### src/rtl/store_rmw_unit.sv
// store_rmw_unit
//   Store path for a word-only data memory (no byte enables).
//   sw is written straight through. sh/sb read the old word, merge the new
//   half-word/byte lane and write the merged word back.
//
// Ports
//   clk, rst      clock, asynchronous active-high reset
//   start         request strobe, only looked at in IDLE
//   op            00 sw, 01 sh, 10 sb, 11 reserved
//   addr          byte address of the store
//   wdata         register value; low 8/16/32 bits are stored
//   mem_rdata     memory read data, valid RD_LAT cycles after the mem_re cycle
//   mem_addr      word address of the access (byte offset forced to 0)
//   mem_re        one-cycle read strobe (sh/sb only)
//   mem_we        one-cycle write strobe
//   mem_wdata     word to write, 0 whenever mem_we is low
//   busy          high in every state except IDLE
//   done          one-cycle completion pulse (coincides with mem_we)
//   err           one-cycle pulse for misaligned address or reserved op
module store_rmw_unit #(
    parameter int RD_LAT = 1            // memory read latency, 1..4
) (
    input  logic        clk,
    input  logic        rst,
    input  logic        start,
    input  logic [1:0]  op,
    input  logic [31:0] addr,
    input  logic [31:0] wdata,
    input  logic [31:0] mem_rdata,
    output logic [31:0] mem_addr,
    output logic        mem_re,
    output logic        mem_we,
    output logic [31:0] mem_wdata,
    output logic        busy,
    output logic        done,
    output logic        err
);

    localparam logic [2:0] LAT    = 3'(RD_LAT);
    localparam logic [1:0] OP_SW  = 2'b00;
    localparam logic [1:0] OP_SH  = 2'b01;
    localparam logic [1:0] OP_RSV = 2'b11;

    typedef enum logic [2:0] {IDLE, READ, WAIT, WRITE, ERR} state_t;

    state_t      state_reg, state_next;
    logic [1:0]  op_q;
    logic [31:0] addr_q;
    logic [31:0] data_q;
    logic [31:0] old_q;
    logic [2:0]  cnt;

    logic        bad_req;
    logic [31:0] sb_word;
    logic [31:0] sh_word;
    logic [31:0] merged_word;

    // Reserved op, odd half-word address, or non-word-aligned word store.
    assign bad_req = (op == OP_RSV)
                   || ((op == OP_SH) && addr[0])
                   || ((op == OP_SW) && (addr[1:0] != 2'b00));

    // State and datapath registers. Outputs are decoded from state_reg, so an
    // asynchronous reset drops mem_re/mem_we in the same instant.
    always_ff @(posedge clk or posedge rst) begin
        if (rst) begin
            state_reg <= IDLE;
            op_q      <= '0;
            addr_q    <= '0;
            data_q    <= '0;
            old_q     <= '0;
            cnt       <= '0;
        end else begin
            state_reg <= state_next;
            case (state_reg)
                IDLE: begin
                    if (start) begin
                        op_q   <= op;
                        addr_q <= addr;
                        data_q <= wdata;
                    end
                end
                READ: cnt <= LAT;
                WAIT: begin
                    cnt <= cnt - 3'd1;
                    if (cnt == 3'd1) begin
                        old_q <= mem_rdata;
                    end
                end
                default: ;
            endcase
        end
    end

    always_comb begin
        state_next = state_reg;
        case (state_reg)
            IDLE: begin
                if (start) begin
                    if (bad_req)           state_next = ERR;
                    else if (op == OP_SW)  state_next = WRITE;
                    else                   state_next = READ;
                end
            end
            READ:    state_next = WAIT;
            WAIT:    if (cnt == 3'd1) state_next = WRITE;
            WRITE:   state_next = IDLE;
            ERR:     state_next = IDLE;
            default: state_next = IDLE;
        endcase
    end

    // Byte-lane merge: lane 0 is bits [7:0], lane 3 is bits [31:24].
    generate
        for (genvar gi = 0; gi < 4; gi++) begin : g_sb_lane
            assign sb_word[8*gi +: 8] = (addr_q[1:0] == 2'(gi)) ? data_q[7:0]
                                                                 : old_q[8*gi +: 8];
        end
        for (genvar gi = 0; gi < 2; gi++) begin : g_sh_lane
            assign sh_word[16*gi +: 16] = (addr_q[1] == 1'(gi)) ? data_q[15:0]
                                                                 : old_q[16*gi +: 16];
        end
    endgenerate

    always_comb begin
        merged_word = sb_word;
        if (op_q == OP_SW)      merged_word = data_q;
        else if (op_q == OP_SH) merged_word = sh_word;
    end

    assign mem_addr  = {addr_q[31:2], 2'b00};
    assign busy      = (state_reg != IDLE);
    assign mem_re    = (state_reg == READ);
    assign mem_we    = (state_reg == WRITE);
    assign done      = (state_reg == WRITE);
    assign err       = (state_reg == ERR);
    assign mem_wdata = (state_reg == WRITE) ? merged_word : 32'd0;

endmodule

### config.mk
export PLATFORM = sky130hd
export DESIGN_NAME = store_rmw_unit
export DESIGN_NICKNAME = d
export VERILOG_FILES = /design/src/rtl/store_rmw_unit.sv
export SDC_FILE = /design/constraint.sdc
export NUM_CORES = 1
export LEC_CHECK = 0
export CAP_MARGIN = 20
export CORE_MARGIN = 10
export CORE_UTILIZATION = 50
export CTS_BUF_LIST = sky130_fd_sc_hd__clkbuf_4 sky130_fd_sc_hd__clkbuf_8 sky130_fd_sc_hd__clkbuf_16
export DETAILED_ROUTE_END_ITERATION = 7
export PLACE_DENSITY = 0.83
export SLEW_MARGIN = 20
export SYNTH_ARGS = -nofsm -noshare
export SYNTH_HDL_FRONTEND = slang
export SYNTH_SLANG_ARGS = --single-unit
export TNS_END_PERCENT = 5
### constraint.sdc
create_clock -name clk -period 8.73 [get_ports clk]
set_input_delay 0.873 -clock clk [delete_from_list [all_inputs] [get_ports clk]]
set_output_delay 0.873 -clock clk [all_outputs]
set_load 0.005 [all_outputs]
# Yosys cells after proc, flatten, opt, wreduce, memory -nomap -nowiden
# Cells that the tools add are included.
[totals]
register_bits = 104
in_bits = 101
output_inout_bits = 69
word_cells = 49
[classes]
add_sub_neg = 1
n_eq_ne = 13
mux = 15
n_reduce_logical = 14
[ops]
columns = ["cell", "n"]
rows = [
  ["32-bit 2-to-1 mux", 3],
  ["16-bit 2-to-1 mux", 2],
  ["8-bit 2-to-1 mux", 4],
  ["3-bit 2-to-1 mux", 3],
  ["3-bit one-hot mux with 3 select lines", 1],
  ["2-bit by 1-bit == test with 1-bit output, second input constant", 3],
  ["2-bit == test, second input constant", 3],
  ["3-bit by 1-bit == test with 1-bit output, second input constant", 2],
  ["3-bit by 2-bit == test with 1-bit output, second input constant", 2],
  ["2-bit logical NOT", 3],
  ["3-bit one-hot mux with 2 select lines", 1],
  ["2-bit AND reduction", 3],
  ["2-bit != test, second input constant", 2],
  ["2-bit nonzero test", 2],
  ["3-bit == test, second input constant", 1],
  ["3-bit logical NOT", 1],
  ["3-bit nonzero test", 1],
  ["3-bit by 1-bit subtractor with 3-bit output, second input constant", 1],
  ["1-bit logical AND", 2],
  ["1-bit logical OR", 2],
  ["2-bit 2-to-1 mux", 1],
]

# Depth between registers and ports, before layout
[logic_depth]
word_depth = 7
depth_mapped = 6

# Worst setup path before layout
# No wires, ideal clock.
[synth_timing]
kind = "reg2out"
startpoint = "reg op_q[0]"
endpoint = "out mem_wdata[30]"
arrival_time_ps = 1340
t_required_ps = 7857
path_slack_ps = 6517
path_stages_with_launch = 6
n_path_buf = 2
cell_sequence = "dfrtp_1 -> buf_2 -> clkbuf_1 -> nor2_1 -> a2111o_1 -> o21ai_0"
[synth_between]
elab_chain_cells = 4
[synth_rtl]
columns = ["element", "line", "source"]
rows = [
  ["from (decl)", "47", "logic [1:0] op_q;"],
  ["from (signal assigned)", "78", "op_q <= op;"],
  ["2-bit by 1-bit == test with 1-bit output", "128", "else if (op_q == OP_SH) merged_word = sh_word;"],
  ["32-bit 2-to-1 mux", "128", ""],
  ["32-bit 2-to-1 mux *", "127", "if (op_q == OP_SW) merged_word = data_q;"],
  ["32-bit 2-to-1 mux *", "137", "assign mem_wdata = (state_reg == WRITE) ? merged_word : 32'd0;"],
  ["to (decl)", "33", "output logic [31:0] mem_wdata,"],
]
# Mark *: on every way between the ends. The rest lies on a longest branch, timed or not.

# Worst setup path in the final report
[layout_timing]
startpoint = "reg state_reg[1]"
endpoint = "out mem_wdata[24]"
[layout_between]
elab_chain_cells = 2
[layout_rtl]
columns = ["element", "line", "source"]
rows = [
  ["from (decl)", "46", "state_t state_reg, state_next;"],
  ["from (signal assigned)", "74", "state_reg <= state_next;"],
  ["3-bit by 2-bit == test with 1-bit output", "137", ""],
  ["32-bit 2-to-1 mux", "137", ""],
]
# No other way between the ends.

==> flow_metrics.env <==
export IMPL_cap_violations=0
export IMPL_endpoint_kind="output port"
export IMPL_viasPerCell=5.46
export IMPL_power_total_mw=2.31
export IMPL_layout_cells_non_filler=690
export IMPL_slowest_stage="inv_1"
export IMPL_ios=170
export IMPL_grt_overflow_total=0
export IMPL_clock_path_buffers=2
export IMPL_crit_chain="nand3b_1 > inv_1 > nand2_1 > o21ai_0 > clkdlybuf4s50_1"
export IMPL_track_usage=0.189
export IMPL_layout_setup_ws_ns=4.42
export IMPL_finalSetupViolations=0
export IMPL_die_h_microns=123
export IMPL_vdd_drop_max_mv=0.211
export IMPL_status="finished, final reports clean"
export IMPL_cts_resized=0
export IMPL_synth_xor_area_frac=0
export IMPL_p_per_area_nw_per_um2=330
export IMPL_ys_types=38
export IMPL_power_frac_seq=0.416
export IMPL_p_int_mw=1.52
export IMPL_cts_tree="yes"
export IMPL_die_x_microns=123
export IMPL_critPathLaunch="state_reg[1]$_DFFE_PP0P_"
export IMPL_p_leak_nw=2.89
export IMPL_hold_path_class="reg2reg"
export IMPL_whs_ns=0.493
export IMPL_yosysWarnings=0
export IMPL_grt_max_degree=93
export IMPL_seqCellArea_sq_um=2600
export IMPL_nNetsFinal=653
export IMPL_root_buffer="clkbuf_8"
export IMPL_clock_skew_ns=0.0149
export IMPL_ys_async_sr_fraction=1.00
export IMPL_synth_top_family_by_area="multiplexers"
export IMPL_tns_ns=0
export IMPL_cts_htree_levels=3
export IMPL_fillCellCount=732
export IMPL_route_vias_total=3768
export IMPL_wirelength_microns=14300
export IMPL_tightest_slew_ns=1.04
export IMPL_syn_area_per_cell_sq_um=12.4
export IMPL_synthAdderAreaFrac=0.00471
export IMPL_critPathRequiredTime_ns=7.86
export IMPL_cp_slowest_stage_delay_ns=0.66
export IMPL_muxShareOfSynthArea=0.262
export IMPL_fin_area_sq_um=7000
export IMPL_synth_top_area_frac=0.490
export IMPL_dp_cells=675
export IMPL_yosys_top_cells_count="dfrtp_1, mux2_2, buf_4"
export IMPL_rows=37
export IMPL_final_hold_viol_count=0
export IMPL_antenna_found_initial=0
export IMPL_grt_pass1_vias=4224
export IMPL_biggestRegsByFlops="addr_q: 32 flops, data_q: 32 flops, old_q: 32 flops"
export IMPL_slew_headroom=0.308
export IMPL_yosys_area_share_simple=0.0686
export IMPL_final_core_util=0.678
export IMPL_power_frac_clock=0.145
export IMPL_place_gp_congestion=0.917
export IMPL_yosysMostFrequentCell="dfrtp_1"
export IMPL_cts_buffers=9
export IMPL_min_period_ns=4.31
export IMPL_synth_seq_area_share=0.490
export IMPL_synth_ff_type="dfrtp_1"
export IMPL_critPathLaunchType="flop"
export IMPL_wire_per_inst_microns=20.7
export IMPL_path_buf_inv=2
export IMPL_port_buffers=167
export IMPL_dpl_hpwl_microns=10900
export IMPL_antenna_cells=0
export IMPL_finalCritPeriodShare=0.494
export IMPL_grt_pass1_wl_microns=22300
export IMPL_drtAntennaViolNets=0
export IMPL_dr_pass1_iters=5
export IMPL_clock_sinks=104
export IMPL_switchingPower_mw=0.787
export IMPL_p_comb_frac=0.439
export IMPL_yosysTopAreaCell="dfrtp_1"
export IMPL_drive_gt1_frac=0.161
export IMPL_fmax_mhz=232
export IMPL_grt_setup_unrepaired="no"
export IMPL_drv_slew=0
export IMPL_area_growth_pct=31.7
export IMPL_multi_input_area_sq_um=2280
export IMPL_die_area_sq_um=15100
export IMPL_netlist_area_sq_um=5310
export IMPL_crit_family="buffers and inverters"
export IMPL_reg2reg_from="state_reg[1]$_DFFE_PP0P_"
export IMPL_core_area_sq_um=10300
export IMPL_p_sw_frac=0.341
export IMPL_synth_edf_count=0
export IMPL_dp_slack_ns=4.85
export IMPL_postCtsSetupBuffers=0
export IMPL_synth_compound_area_share=0.0912
export IMPL_hp_start="old_q[15]$_DFFE_PP0P_"
export IMPL_clk_pin_slew_ns=0.09
export IMPL_drc_errors=0
export IMPL_syn_inst=427
export IMPL_cp_data_arrival_time_ns=3.44
export IMPL_initial_core_util=0.514
export IMPL_postCtsHoldBufs=0
export IMPL_ys_ff_latch=104
export IMPL_placed_area_sq_um=6770
export IMPL_drt_initial_drc_count=196
export IMPL_critical_path_class="reg2out"
export IMPL_synth_area_leaders="dfrtp_1, mux2_2, mux2_4"
export IMPL_worstSkewPairLatency_ns=0.37
export IMPL_cp_max_fo=19
==> power groups by stage <==
stage / Clock, mW / Sequential [mW] / Combinational [mW]
finish: 0.335 / 0.959 / 1.01
global route: 0.361 / 0.996 / 1.10
CTS: 0.346 / 0.955 / 1.03
detailed placement: 0 / 0.963 / 1.02
global placement: 0 / 0.947 / 0.993
floorplan: 0 / 0.844 / 0.809
==> layout by cell type (no fill, tap or decap), drive strengths merged, types with 4 or more instances in the layout <==
| master | count |
|---|---|
| dfrtp | 104 |
| a2111o | 8 |
| nand2 | 4 |
| nand2b | 9 |
| o21ai | 28 |
| nand3 | 13 |
| nor3 | 8 |
| or3 | 8 |
| clkbuf | 12 |
| nor2 | 11 |
| clkdlybuf4s50 | 167 |
| mux2 | 96 |
| o2111a | 8 |
| a21oi | 18 |
| mux2i | 21 |
| nor4 | 4 |
| inv | 8 |
==> per-layer routing <==
metal	global-route usage	routed length (microns)
met3	0.0957	1750
met5	0	0
met2	0.309	6680
met4	0.0597	283
met1	0.213	5600
==> logic make-up (layout without fill, tap and decap cells) <==
kind of cell,after synthesis,after routing
simple gates,67,67
mux,117,117
compound gates,70,70
buf+inv,66,192
other cells,1,2
fa+ha+maj,2,2
flops,104,104
==> area by class of cell <==
cell class	instances	share of cell area
clock buffers	12	0.0227
flip-flops and latches	104	0.372
repair buffers	169	0.242
clock inverters	3	0.00930
inverters	8	0.00465
well taps	136	0.0243
multi-input cells	258	0.325
==> final timing paths <==
path,endpoint,slack (ns),cells after the start
setup / recovery,mem_wdata[24],4.42,5
hold / removal,old_q[15]$_DFFE_PP0P_,0.49,1
setup reg to reg,addr_q[28]$_DFFE_PP0P_,6.42,3
hold reg to reg,old_q[15]$_DFFE_PP0P_,0.49,1
max in group asynchronous,data_q[7]$_DFFE_PP0P_,6.92,3
min in group asynchronous,addr_q[23]$_DFFE_PP0P_,0.75,2
Power figures use the tool's default switching activity.
